<file path="src/rtl/led_matrix_scanner.sv">
// led_matrix_scanner: row-multiplexed LED matrix driver with a ping-pong
// frame store, blanking dead time between rows and frame-boundary swap.
module led_matrix_scanner #(
   parameter int ROWS           = 8,
   parameter int COLS           = 8,
   parameter int DWELL          = 1000,
   parameter int BLANK          = 16,
   parameter int ROW_ACTIVE_LOW = 1,
   parameter int COL_ACTIVE_LOW = 0,
   localparam int RW = (ROWS > 1) ? $clog2(ROWS) : 1
) (
   input  logic            clk,
   input  logic            reset,
   input  logic            wr_en,
   input  logic [RW-1:0]   wr_row,
   input  logic [COLS-1:0] wr_data,
   input  logic            swap_req,
   output logic            swap_done,
   output logic            frame_start,
   output logic [ROWS-1:0] row_out,
   output logic [COLS-1:0] col_out
);

   localparam int MAXC = (DWELL > BLANK) ? DWELL : BLANK;
   localparam int CW   = (MAXC > 1) ? $clog2(MAXC) : 1;

   localparam logic [CW-1:0] DWELL_LD = CW'(DWELL - 1);
   localparam logic [CW-1:0] BLANK_LD = CW'(BLANK - 1);
   localparam logic [RW-1:0] LAST_ROW = RW'(ROWS - 1);
   localparam logic [RW:0]   ROWS_W   = (RW + 1)'(ROWS);

   localparam logic RI = (ROW_ACTIVE_LOW != 0);
   localparam logic CI = (COL_ACTIVE_LOW != 0);
   localparam logic [ROWS-1:0] ROW_OFF = {ROWS{RI}};
   localparam logic [COLS-1:0] COL_OFF = {COLS{CI}};

   typedef enum logic {
      ST_BLANK = 1'b0,
      ST_DRIVE = 1'b1
   } state_e;

   state_e                      state_q, state_d;
   logic [RW-1:0]               row_q, row_d;
   logic [CW-1:0]               cnt_q, cnt_d;
   logic                        sel_q, sel_d;
   logic                        pend_q, pend_d;
   logic [ROWS-1:0][COLS-1:0]   bank_a_q, bank_a_d;
   logic [ROWS-1:0][COLS-1:0]   bank_b_q, bank_b_d;
   logic [ROWS-1:0]             row_out_q, row_out_d;
   logic [COLS-1:0]             col_out_q, col_out_d;
   logic                        swap_done_q, swap_done_d;
   logic                        frame_start_q, frame_start_d;
   logic [ROWS-1:0]             row_hot;
   logic [COLS-1:0]             front_row;
   logic                        wr_ok;

   // scan sequencing: dwell/blank timing, row advance, frame-boundary swap
   always_comb begin
      state_d       = state_q;
      row_d         = row_q;
      cnt_d         = cnt_q - 1'b1;
      sel_d         = sel_q;
      pend_d        = pend_q | swap_req;
      swap_done_d   = 1'b0;
      frame_start_d = 1'b0;
      if (cnt_q == '0) begin
         unique case (state_q)
            ST_BLANK: begin
               state_d = ST_DRIVE;
               cnt_d   = DWELL_LD;
            end
            ST_DRIVE: begin
               state_d = ST_BLANK;
               cnt_d   = BLANK_LD;
               if (row_q == LAST_ROW) begin
                  row_d         = '0;
                  frame_start_d = 1'b1;
                  if (pend_q) begin
                     sel_d       = ~sel_q;
                     pend_d      = swap_req;
                     swap_done_d = 1'b1;
                  end
               end else begin
                  row_d = row_q + 1'b1;
               end
            end
            default: begin
               state_d = ST_BLANK;
               cnt_d   = BLANK_LD;
            end
         endcase
      end
   end

   // host writes always target the bank that is currently in the back
   always_comb begin
      bank_a_d = bank_a_q;
      bank_b_d = bank_b_q;
      wr_ok    = wr_en && ({1'b0, wr_row} < ROWS_W);
      if (wr_ok) begin
         if (sel_q) begin
            bank_a_d[wr_row] = wr_data;
         end else begin
            bank_b_d[wr_row] = wr_data;
         end
      end
   end

   // pin levels follow the next state so they switch with the state itself
   always_comb begin
      row_hot        = '0;
      row_hot[row_d] = 1'b1;
      front_row      = sel_d ? bank_b_q[row_d] : bank_a_q[row_d];
      row_out_d      = ROW_OFF;
      col_out_d      = COL_OFF;
      if (state_d == ST_DRIVE) begin
         row_out_d = RI ? ~row_hot : row_hot;
         col_out_d = CI ? ~front_row : front_row;
      end
   end

   // state, frame store and registered pins
   always_ff @(posedge clk or posedge reset) begin
      if (reset) begin
         state_q       <= ST_BLANK;
         row_q         <= '0;
         cnt_q         <= BLANK_LD;
         sel_q         <= 1'b0;
         pend_q        <= 1'b0;
         bank_a_q      <= '0;
         bank_b_q      <= '0;
         row_out_q     <= ROW_OFF;
         col_out_q     <= COL_OFF;
         swap_done_q   <= 1'b0;
         frame_start_q <= 1'b0;
      end else begin
         state_q       <= state_d;
         row_q         <= row_d;
         cnt_q         <= cnt_d;
         sel_q         <= sel_d;
         pend_q        <= pend_d;
         bank_a_q      <= bank_a_d;
         bank_b_q      <= bank_b_d;
         row_out_q     <= row_out_d;
         col_out_q     <= col_out_d;
         swap_done_q   <= swap_done_d;
         frame_start_q <= frame_start_d;
      end
   end

   assign row_out     = row_out_q;
   assign col_out     = col_out_q;
   assign swap_done   = swap_done_q;
   assign frame_start = frame_start_q;

endmodule

</file>
<file path="config.mk">
export PLATFORM = sky130hd
export DESIGN_NAME = led_matrix_scanner
export DESIGN_NICKNAME = d
export VERILOG_FILES = /design/src/rtl/led_matrix_scanner.sv
export SDC_FILE = /design/constraint.sdc
export NUM_CORES = 1
export LEC_CHECK = 0
export ABC_AREA = 1
export CORE_UTILIZATION = 57
export CTS_CLUSTER_SIZE = 40
export DETAILED_ROUTE_END_ITERATION = 6
export PLACE_DENSITY = 0.76
export RECOVER_POWER = 50
export SYNTH_ARGS = -nofsm -noshare
export SYNTH_HDL_FRONTEND = slang
export SYNTH_SLANG_ARGS = --single-unit
export TNS_END_PERCENT = 5
</file>
<file path="constraint.sdc">
create_clock -name clk -period 8.23 [get_ports clk]
set_input_delay 1.2345 -clock clk [delete_from_list [all_inputs] [get_ports clk]]
set_output_delay 1.2345 -clock clk [all_outputs]
set_load 0.01 [all_outputs]
</file>
Word-level counts from Yosys, hierarchy flattened
Cells that the tools add are included.
- bitwise operators: 4
- muxes and demuxes: 35
- equal/unequal tests: 1
- $lt $le $gt $ge: 4
- add/sub/neg operators: 2
- reductions and logical operators: 5
- operators by type and width (cell ; number):
    64-bit bitwise mux ; 2
    8-bit binary-select mux with 3-bit select ; 2
    8-bit two-way mux ; 6
    8-bit demux with 3-bit select ; 1
    10-bit case mux with 2 select lines ; 1
    1-bit two-way mux ; 17
    10-bit logical NOT ; 1
    10-bit two-way mux ; 1
    10-bit by 1-bit subtractor with 10-bit output (second input constant) ; 1
    3-bit two-way mux ; 3
    3-bit by 4-bit less-than comparator with 1-bit output (second input constant) ; 2
    8-bit inverter ; 1
    3-bit by 1-bit >= comparator with 1-bit output (second input constant) ; 2
    2-bit AND reduction ; 2
    3-bit by 1-bit adder with 3-bit output (second input constant) ; 1
    1-bit demux with 3-bit select ; 1
    3-bit equality test (second input constant) ; 1
    1-bit logical AND ; 2
    1-bit inverter ; 2
    1-bit case mux with 2 select lines ; 1
    1-bit OR ; 1
- input bits: 15
- word-level logic and storage cells: 76
- bits in registers: 162
- output and inout bits: 18

Logic depth before layout (Yosys ltp)
Gate-level depths: netlist (run 1).
- depth in word-level cells: 10
- gate-level depth with buffers: 16
- mapped depth without buffers: 14

Worst setup path before layout (run 1)
Ideal clock, no wire load.
- path type: input to register
- from: input wr_row[0]
- to: register bank_a_q[56] (netlist bit)
- path buffers: 2
- setup time: 0.078 ns
- required time: 8.152 ns
- path slack: 5.736 ns
- cell stages on the path: 6
- arrival: 2.417 ns
- cell sequence: buf_2 inv_1 nor4_2 clkbuf_1 nor2_1 a21oi_1
- word-level cells in the longest chain between the ends: 5
- elaborated cells on any way between the ends: 6
- classes of those cells: 2 x order compare; 3 x mux; 1 x reduce/logical
- RTL lines (element ; RTL line ; source):
    start: declaration ; 15 ; input logic [RW-1:0] wr_row,
    3-bit by 4-bit less-than comparator with 1-bit output (not written as such) or 3-bit by 1-bit >= comparator with 1-bit output (tied branches) ; 102 ; bank_a_d[wr_row] = wr_data;
    1-bit logical AND (not written as such) ; 102 ;
    8-bit two-way mux (not written as such) ; 102 ;
    8-bit demux with 3-bit select (*) ; 102 ;
    64-bit bitwise mux (*) ; 102 ;
    end signal: assignment ; 142 ; bank_a_q <= bank_a_d;
    end: declaration ; 47 ; logic [ROWS-1:0][COLS-1:0] bank_a_q, bank_a_d;
Every way passes the cells marked *; elsewhere a longest branch is shown, timed or not.
A chain may end at the register's enable or synchronous reset.

==> results of run 1 <==
-- worst max-delay path: cells and delay by family --
family	cells	cell delay, ns
buf+inv	3	3.93
-- routing by layer --
layer  wire (um)  up-vias
li1            -     3051
met1        8300     3041
met2        8590      218
met3        1120       41
met4         467        0
met5           0        -
-- layout by cell type (no fill, tap or decap), types with 2 or more instances in the layout --
cell and count:
a21oi_1 24, a31oi_1 2, bufinv_16 3, clkbuf_16 17, clkbuf_8 3, clkdlybuf4s50_1 20
clkinvlp_4 4, dfrtp_1 150, dfstp_2 12, dlygate4sd3_1 12, ha_1 3, inv_1 96
inv_2 2, inv_6 2, nand2_1 334, nand2_2 4, nand2_4 2, nand3_1 84
nand3_4 2, nor2_1 66, nor2_2 3, nor2_4 2, nor3_1 4, o21ai_0 114
o21ai_1 2, or2_2 2, xnor2_1 2, xor2_1 3
-- registers in the layout, summed over array words and instances (netlist names) --
| name | cells |
|---|---|
| col_out | 8 |
| swap_done | 1 |
| bank_b_q | 64 |
| pend_q | 1 |
| frame_start | 1 |
| state_q | 1 |
| row_out | 8 |
| cnt_q | 10 |
| bank_a_q | 64 |
| row_q | 3 |
| sel_q | 1 |
-- power by group through the flow --
stage,sequential (mW),combinational (mW),clock (mW)
CTS,0.885,0.153,0.831
finish,0.886,0.153,0.826
global placement,0.896,0.148,0
global route,0.893,0.182,0.865
detailed placement,0.897,0.153,0
floorplan,0.891,0.112,0
-- final cells by class --
cell class | count | area share
timing repair buffer | 33 | 0.0384
tap | 176 | 0.0258
multi-input combinational | 659 | 0.343
clock buffer | 21 | 0.0551
sequential | 162 | 0.476
inverter | 100 | 0.0441
clock inverter | 11 | 0.0177
-- per-stage QoR --
step | hold slack (ns) | setup slack, ns | util | std cells | instance area (um2)
floorplan | 0.429 | 2.64 | - | 967 | 7700
global placement | 0.441 | 4.84 | 0.607 | 1130 | 8010
detailed placement | 0.450 | 4.78 | 0.607 | 1130 | 8010
CTS | 0.469 | 4.78 | 0.654 | 1162 | 8630
global route | 0.482 | 2.69 | 0.648 | 1162 | 8540
finish | 0.460 | 3.42 | 0.648 | 1162 | 8540
-- path summary, 6_finish.rpt --
kind	startpoint	to	cells after the start
worst min register to register	cnt_q[0]$_DFF_PP1_	cnt_q[0]$_DFF_PP1_	1
worst max-delay path	reset	bank_a_q[62]$_DFFE_PP0P_	3
worst min-delay path	cnt_q[0]$_DFF_PP1_	cnt_q[0]$_DFF_PP1_	1
worst max register to register	cnt_q[0]$_DFF_PP1_	col_out[1]$_DFF_PP0_	12
max in group clk	cnt_q[0]$_DFF_PP1_	col_out[1]$_DFF_PP0_	12
min in group asynchronous	reset	bank_b_q[46]$_DFFE_PP0P_	2
-- logic make-up after synthesis --
group,after synthesis,share of synthesized area
compound gates,145,0.0958
xor+xnor,5,0.00666
fa+ha+maj,3,0.00487
buf+inv,146,0.0814
flops,162,0.528
simple gates,506,0.283
==> flow_summary_export.csv, run 1 <==
group,metric,value,unit
place,port_buffers,32,
cells_and_area,diodes,0,
pwr,total_power,1.86,mW
routing,vias,6351,
global_routing,grt_busiest_layer,"met2",
critical_path,slowest_delay,2.45,ns
die,start_util,0.584,
pwr,netSwitchingFraction,0.243,
global_routing,grt_usage,0.290,
logic_synthesis,yosys.area.top_type,"dfrtp_1",
pwr,p_leak,4.24,nW
global_routing,grt_pass1_vias,6014,
pwr,ir_worst_vdd,139,uV
clock_tree,cts.clk_slew.worst_paths,0.06,ns
clock_tree,cts_setup_buffers,0,
clock_tree,ctsResizeCount,0,
pwr,p_seq_frac,0.475,
logic_synthesis,ys_async_sr_fraction,1.00,
pwr,intPower,1.41,mW
logic_synthesis,synthTopCellsByCount,"nand2_1 (330), dfrtp_1 (150), o21ai_0 (114)",
routing,wl_per_cell,15.9,um
routing,drt-initial-drc-count,629,
logic_synthesis,yosysMostFrequentCell,"nand2_1",
critical_path,crit_slowest_cell,"clkinvlp_2",
pwr,p_comb_frac,0.082,
timing,fin_worst_skew,0.00743,ns
die,dieWidth,118,um
critical_path,critical_path.cell_chain,"dlygate4sd3_1 > clkinvlp_2 > buf_4",
clock_tree,cts.sinks,162,
routing,drt-pass1-iter-count,6,
clock_tree,clock_latency,0.43,ns
logic_synthesis,yosysWarnings,0,
routing,drt_wl_total,18500,um
critical_path,worst_setup_path_end_kind,"asynchronous set/reset pin",
cells_and_area,layout-drive-gt1-share,0.0659,
clock_tree,cts-htree-levels,4,
logic_synthesis,yosys.cell_types.count,35,
pwr,p_switching,452,uW
place,hpwlAfterDp,11800,um
clock_tree,cts_tree,"yes",
global_routing,antenna_found_initial,0,
timing,worst_slew_pin_slew,4.36,ns
timing,drv_slew,121,
critical_path,required,8.69,ns
timing,fmax,0.208,GHz
critical_path,crit_type,"in -> async",
logic_synthesis,synth_area_leaders,"dfrtp_1 (49%), nand2_1 (16%), o21ai_0 (7.4%), nand3_1 (5.4%), inv_1 (4.6%)",
cells_and_area,multi_input_area,2930,um2
clock_tree,cts_root_buffer,"clkbuf_16",
critical_path,r2r_slack,4.38,ns
logic_synthesis,synth_top_area_share,0.487,
timing,tns,0,ns
cells_and_area,syn_to_final_growth,10.9,%
cells_and_area,nets,991,
critical_path,crit_fanout,101,
global_routing,grtUsageMet3,0.0502,
logic_synthesis,synth_nets,985,
logic_synthesis,synthCells,967,
cells_and_area,seq_area,4070,um2
critical_path,startpoint_type,"primary input",
critical_path,worst_ep_arrival_time,5.27,ns
die,die_area,14000,um2
logic_synthesis,yosysSeqAreaShare,0.528,
global_routing,grt_max_degree,102,
die,ios,33,
timing,post-route-period-util,0.584,
logic_synthesis,synth_edf_count,0,
place,place.gp.congestion,0.892,
global_routing,use_met1,0.412,
global_routing,grt_util_met2,0.442,
timing,finalSetupViolations,0,
cells_and_area,fillers,1145,
timing,hold_viol_final,0,
timing,relSlewSlack,-1.92,
run_status,outcome,"complete, but fails checks",
timing,fin_crit,4.81,ns
global_routing,grt_remaining_overflow,0,
logic_synthesis,ys_ff_latch,162,
global_routing,grt_first_pass_wirelength,31100,um
run_status,violations,"max-capacitance violations, max-slew violations",
timing,rsz0062_at_grt,"false",
logic_synthesis,syn_area,7700,um2
routing,avgViaCountPerCell,5.47,
routing,final_antenna_net_count,0,
clock_tree,clock_path_buffers,2,
min_path,hold_path_class,"reg -> reg",
die,fp.dieH,118,um
clock_tree,numCtsBuffers,17,
die,core.rowCount,42,
job,maxCapViolCount,3,
logic_synthesis,ys.flop_type,"dfrtp_1",
pwr,powerDensity,218,nW/um2
routing,drc,0,
die,coreArea,13200,um2
pwr,p_clk_frac,0.443,
logic_synthesis,synth.avg_cell_area,7.97,um2
clock_tree,hold_buffers,0,
(Power assumes the default switching activity.)
==> run 2: changes to the inputs <==
==> constraint.sdc (replaced) <==
create_clock -name clk -period 4.55 [get_ports clk]
set_input_delay 0.6825 -clock clk [delete_from_list [all_inputs] [get_ports clk]]
set_output_delay 0.6825 -clock clk [all_outputs]
set_load 0.01 [all_outputs]
==> run 2 against run 1 <==
  * The flow now finishes without violations
  * Die area is the same
  * Final cell count grew 0.26%
  * Wire length grew 1.1%
  * Design area rose by 0.19%
  * Total power is 75% higher
  * Sequential cell count is the same
  * First-iteration DRC count is 24% lower
  * Core utilization up 0.12 points
  * Clock power increased by 68%
  * Critical path type is now reg -> reg
  * Critical endpoint is now col_out[0]$_DFF_PP0_
  * Largest power group unchanged
  * Highest routed layer unchanged
==> flow_summary_export.csv, run 2 (synthesis results as in run 1) <==
group,metric,value,unit
cells_and_area,instances_no_fill,1165,
clock_tree,numCtsBuffers,17,
timing,drv_slew,0,
clock_tree,hold_buffers,0,
critical_path,startpoint_type,"flip-flop",
routing,final_antenna_net_count,0,
cells_and_area,reg_top3,"bank_a_q x64, bank_b_q x64, cnt_q x10",
place,port_buffers,32,
routing,avgViaCountPerCell,5.44,
cells_and_area,nets,994,
min_path,hold_path_class,"reg -> reg",
pwr,p_switching,791,uW
routing,drc,0,
routing,wl_per_cell,16.0,um
routing,drt-initial-drc-count,477,
place,place.gp.congestion,0.844,
place,hpwlAfterDp,11900,um
clock_tree,cts-htree-levels,4,
die,coreArea,13200,um2
die,start_util,0.584,
pwr,powerDensity,382,nW/um2
global_routing,antenna_found_initial,0,
timing,finalSetupViolations,0,
die,dieWidth,118,um
timing,fin_ws,0.964,ns
global_routing,grt_first_pass_wirelength,30900,um
cells_and_area,final_cell_mix,"nand2_1 (332), dfrtp_1 (150), o21ai_0 (114), inv_1 (94), nand3_1 (84)",
timing,relSlewSlack,0.281,
min_path,hold_depth,1,
timing,tns,0,ns
routing,vias,6337,
die,die_area,14000,um2
critical_path,worst_ep_arrival_time,3.91,ns
cells_and_area,layout-drive-gt1-share,0.0698,
die,core.rowCount,42,
cells_and_area,finalInstanceArea,8560,um2
timing,fmax,0.279,GHz
place,placed_cells,1133,
pwr,p_leak,4.20,nW
critical_path,worstRegToRegCells,13,
routing,drt_wl_total,18700,um
clock_tree,cts_tree,"yes",
pwr,p_clk_frac,0.425,
global_routing,grt_pass1_vias,6044,
clock_tree,cts.sinks,162,
critical_path,crit_type,"reg -> reg",
clock_tree,clock_path_buffers,2,
cells_and_area,multi_input_area,2970,um2
global_routing,grt_remaining_overflow,0,
clock_tree,cts_root_buffer,"clkbuf_16",
pwr,p_comb_frac,0.087,
critical_path,required,4.87,ns
pwr,p_seq_frac,0.489,
timing,hold_viol_final,0,
pwr,total_power,3.27,mW
timing,post-route-period-util,0.788,
routing,drt-pass1-iter-count,5,
timing,fin_worst_skew,0.0104,ns
global_routing,grt_usage,0.288,
pwr,intPower,2.48,mW
clock_tree,cts_setup_buffers,0,
cells_and_area,syn_to_final_growth,11.1,%
job,maxCapViolCount,0,
die,fp.dieH,118,um
timing,rsz0062_at_grt,"false",
cells_and_area,diodes,0,
cells_and_area,post-route-util,0.649,
place,placed_area,8040,um2
place,place_ws,1.50,ns
die,ios,33,
cells_and_area,fillers,1113,
clock_tree,ctsResizeCount,0,
pwr,ir_worst_vdd,289,uV
timing,hold_ws,0.461,ns
cells_and_area,layout_commonest_cell,"nand2_1",
timing,fin_crit,3.59,ns
clock_tree,clock_latency,0.44,ns
clock_tree,cts.clk_slew.worst_paths,0.06,ns
critical_path,worst_setup_path_end_kind,"flip-flop",
critical_path,crit_fanout,48,
run_status,outcome,"finished, final reports clean",
global_routing,grt_max_degree,98,
timing,worst_slew_pin_slew,1.07,ns
pwr,netSwitchingFraction,0.242,
cells_and_area,seq_area,4070,um2
run 2: cell types whose count changed in the layout (fill, tap and decap cells not counted), moves of 2 or more:
cell             delta
buf_4               +2
clkbuf_1            +6
clkdlybuf4s50_1    +11
clkinv_2            +2
clkinvlp_4          -3
dlygate4sd3_1      -11
inv_1               -2
inv_2               +2
inv_6               -2
nand2_1             -2
nor2_1              -2
run 2: final cells by class:
class                      instances  area share
multi-input combinational        659       0.347
tap                              176      0.0257
timing repair buffer              36      0.0424
sequential                       162       0.475
inverter                         100      0.0440
clock inverter                     6     0.00965
clock buffer                      26      0.0560
run 2: power groups by stage:
stage	combinational, mW	sequential, mW	clock (mW)
after floorplan	0.203	1.61	0
after CTS	0.283	1.60	1.39
after global placement	0.271	1.62	0
final	0.283	1.60	1.39
after global routing	0.334	1.61	1.45
after detailed placement	0.279	1.62	0
run 2: critical path, stage by stage, from the launching register on:
cell	delay [ns]
dfstp_2	0.36
inv_1	0.06
ha_1	0.24
nand2_1	0.08
nor2_1	0.68
nand3_4	0.45
nand2_2	0.83
nand2_1	0.15
nand2_1	0.13
nand2_1	0.07
nand2_1	0.11
o21ai_1	0.07
nand2_1	0.15
nor2_1	0.05
run 2: worst paths after layout:
path / from / to / slack, ns
min: cnt_q[0]$_DFF_PP1_ / cnt_q[0]$_DFF_PP1_ / 0.46
min in group asynchronous: reset / bank_b_q[53]$_DFFE_PP0P_ / 0.86
max in group asynchronous: reset / bank_b_q[17]$_DFFE_PP0P_ / 2.66
max reg2reg: cnt_q[0]$_DFF_PP1_ / col_out[0]$_DFF_PP0_ / 0.96
min reg2reg: cnt_q[0]$_DFF_PP1_ / cnt_q[0]$_DFF_PP1_ / 0.46
max: cnt_q[0]$_DFF_PP1_ / col_out[0]$_DFF_PP0_ / 0.96
run 2: metal layers:
metal,part of all wire,up-vias,global-route usage
li1,-,3054,-
met1,0.45,3019,0.399
met2,0.46,234,0.448
met3,0.063,30,0.0574
met4,0.021,0,0.111
met5,0,-,0
==> patch (config.mk and constraints of run 2) <==
Make the reset (`reset`) synchronous in one clocked block.
--- a/src/rtl/led_matrix_scanner.sv
+++ b/src/rtl/led_matrix_scanner.sv
@@ -121,5 +121,5 @@
 
    // state, frame store and registered pins
-   always_ff @(posedge clk or posedge reset) begin
+   always_ff @(posedge clk) begin
       if (reset) begin
          state_q       <= ST_BLANK;
Formal check against the unedited RTL: no difference found for any inputs over 10 cycles, from zero or initial values and one cycle with reset high; that may be too few to reach the edited logic, so the function may still have changed.
==> patch against run 2 <==
- the run now ends with capacitance limit left
- sequential cell count unchanged
- die area down 4.0%
- routed wire length up 7.5%
- final area down 3.8%
- core utilization up 0.34 points
- non-clock buffer count down 1
- final cell count up 9.4%
- setup slack better by 0.17 ns
- area after synthesis down 4.0%
Power is not compared: it rests on default switching activity, and its combinational part moved more than twofold at a synthesized area within 25%.
==> patch: results (changes against run 2) <==
| Metric | Value |
|---|---|
| Post_cts resized | `0 (unchanged)` |
| Reg2reg setup slack | `1.13 ns (was 0.96 ns)` |
| Clk_skew | `0.00674 ns (was 0.0104 ns)` |
| Largest net degree at the start of global routing | `79 (was 98)` |
| Hold Path Sink | `cnt_q[0]$_SDFF_PP1_ (was cnt_q[0]$_DFF_PP1_)` |
| Final std cells w/o fill | `1,274 (was 1,165)` |
| Hold path start | `cnt_q[0]$_SDFF_PP1_ (was cnt_q[0]$_DFF_PP1_)` |
| GRT Util Overall | `31.3% (was 28.8%)` |
| Hold WS | `0.438 ns (was 0.461 ns)` |
| Placed Instances | `1,245 (was 1,133)` |
| Mapped Cells | `1,089 (was 967)` |
| Vias per cell | `5.42 (was 5.44)` |
| Max_slew headroom | `1.71% (was 28.1%)` |
| Max cap viols | `1 (was 0)` |
| HPWL Detailed | `12,700 microns (was 11,900 microns)` |
| CP max FO | `21 (was 48)` |
| Status | `complete, but fails checks (was complete, no violations)` |
| Average routed wire per standard cell | `15.7 microns (was 16.0 microns)` |
| Crit path from | `cnt_q[0]$_SDFF_PP1_ (was cnt_q[0]$_DFF_PP1_)` |
| CP max-delay cell | `nand2_1 (was nand2_2)` |
| Placer Congestion | `0.907 (was 0.844)` |
| Iteration-0 DRC Markers | `860 (was 477)` |
| Violated checks | `capacitance limit` |
| Layout cell share with drive strength beyond 1 | `4.63% (was 6.98%)` |
| FF-to-FF path depth | `14 (was 13)` |
| I/O Buffers | `32 (unchanged)` |
| Worst R2R End | `col_out[4]$_SDFF_PP0_ (was col_out[0]$_DFF_PP0_)` |
| Post-synth top cells | `nor2_1 (264), nand2_1 (215), dfxtp_1 (162) (was nand2_1 (330), dfrtp_1 (150), o21ai_0 (114))` |
| Biggest cell delay along the critical path | `0.81 ns (was 0.83 ns)` |
| Worst-Skew Late Latency | `0.44 ns (about the same)` |
| First-pass GRT wire length | `31,600 microns (was 30,900 microns)` |
| Synth Flop Type | `dfxtp_1 (was dfrtp_1)` |
| Fill count | `1,165 (was 1,113)` |
| Synth cell types | `28 (was 35)` |
| Vias in the first global route | `5,960 (was 6,044)` |
| Ys async rst share | `0% (was 100%)` |
## patch: layer usage
layer / vias up / routed length (microns) / GRT usage [%]
met5: - / 0 / 0
met4: 0 / 442 / 11.8
met3: 35 / 1540 / 7.17
met2: 268 / 8920 / 46.4
met1: 3119 / 9170 / 44.2
li1: 3480 / - / -
## patch: worst max-delay path: cells and delay by family, from the launching register on
| kind | cells | cell delay (ns) |
|---|---|---|
| adder cells (fa/ha/maj) | 1 | 0.21 |
| buffers and inverters | 2 | 0.51 |
| flip-flops | 1 | 0.34 |
| AND/OR/NAND/NOR | 11 | 2.28 |
## patch: worst max-delay path by stage
stage	endpoint	slack (ns)	cells past startpoint
after floorplan	col_out[0]$_SDFF_PP0_	2.62	10
after global placement	row_out[0]$_SDFF_PP1_	1.64	8
after detailed placement	row_out[2]$_SDFF_PP1_	1.62	8
after CTS	row_out[2]$_SDFF_PP1_	1.62	8
after global routing	col_out[2]$_SDFF_PP0_	0.82	14
final	col_out[4]$_SDFF_PP0_	1.13	14
## patch: power by group
group          internal [mW]  switching (mW)  total (mW)
Clock                  0.882           0.555        1.44
Sequential              1.44          0.0134        1.45
Combinational         0.0372          0.0874       0.125
Total                   2.36           0.656        3.02
## patch: cell families after synthesis
kind of cell	Yosys count	synth area share (%)
simple gates	610	34.9
compound gates	178	12.2
flops	162	43.9
buf+inv	128	7.51
xor+xnor	6	0.711
fa+ha+maj	5	0.846
## patch: final cells by class
type                       instances  area share, %
multi-input combinational        799           43.2
timing repair buffer              35           4.27
sequential                       162           39.4
tap                              172           2.61
clock inverter                     5           1.26
clock buffer                      24           5.73
inverter                          77           3.51
## patch: per-stage QoR
| stage | area [sq um] | setup slack (ns) | util, % | power, mW |
|---|---|---|---|---|
| 2_1_floorplan | 7390 | 2.62 | - | 1.56 |
| 4_1_cts | 8270 | 1.62 | 65.6 | 3.01 |
| 5_1_grt | 8230 | 0.817 | 65.2 | 3.09 |
| 3_3_place_gp | 7700 | 1.64 | 61.0 | 1.61 |
| 3_5_place_dp | 7700 | 1.62 | 61.0 | 1.61 |
| 6_report | 8230 | 1.13 | 65.2 | 3.02 |
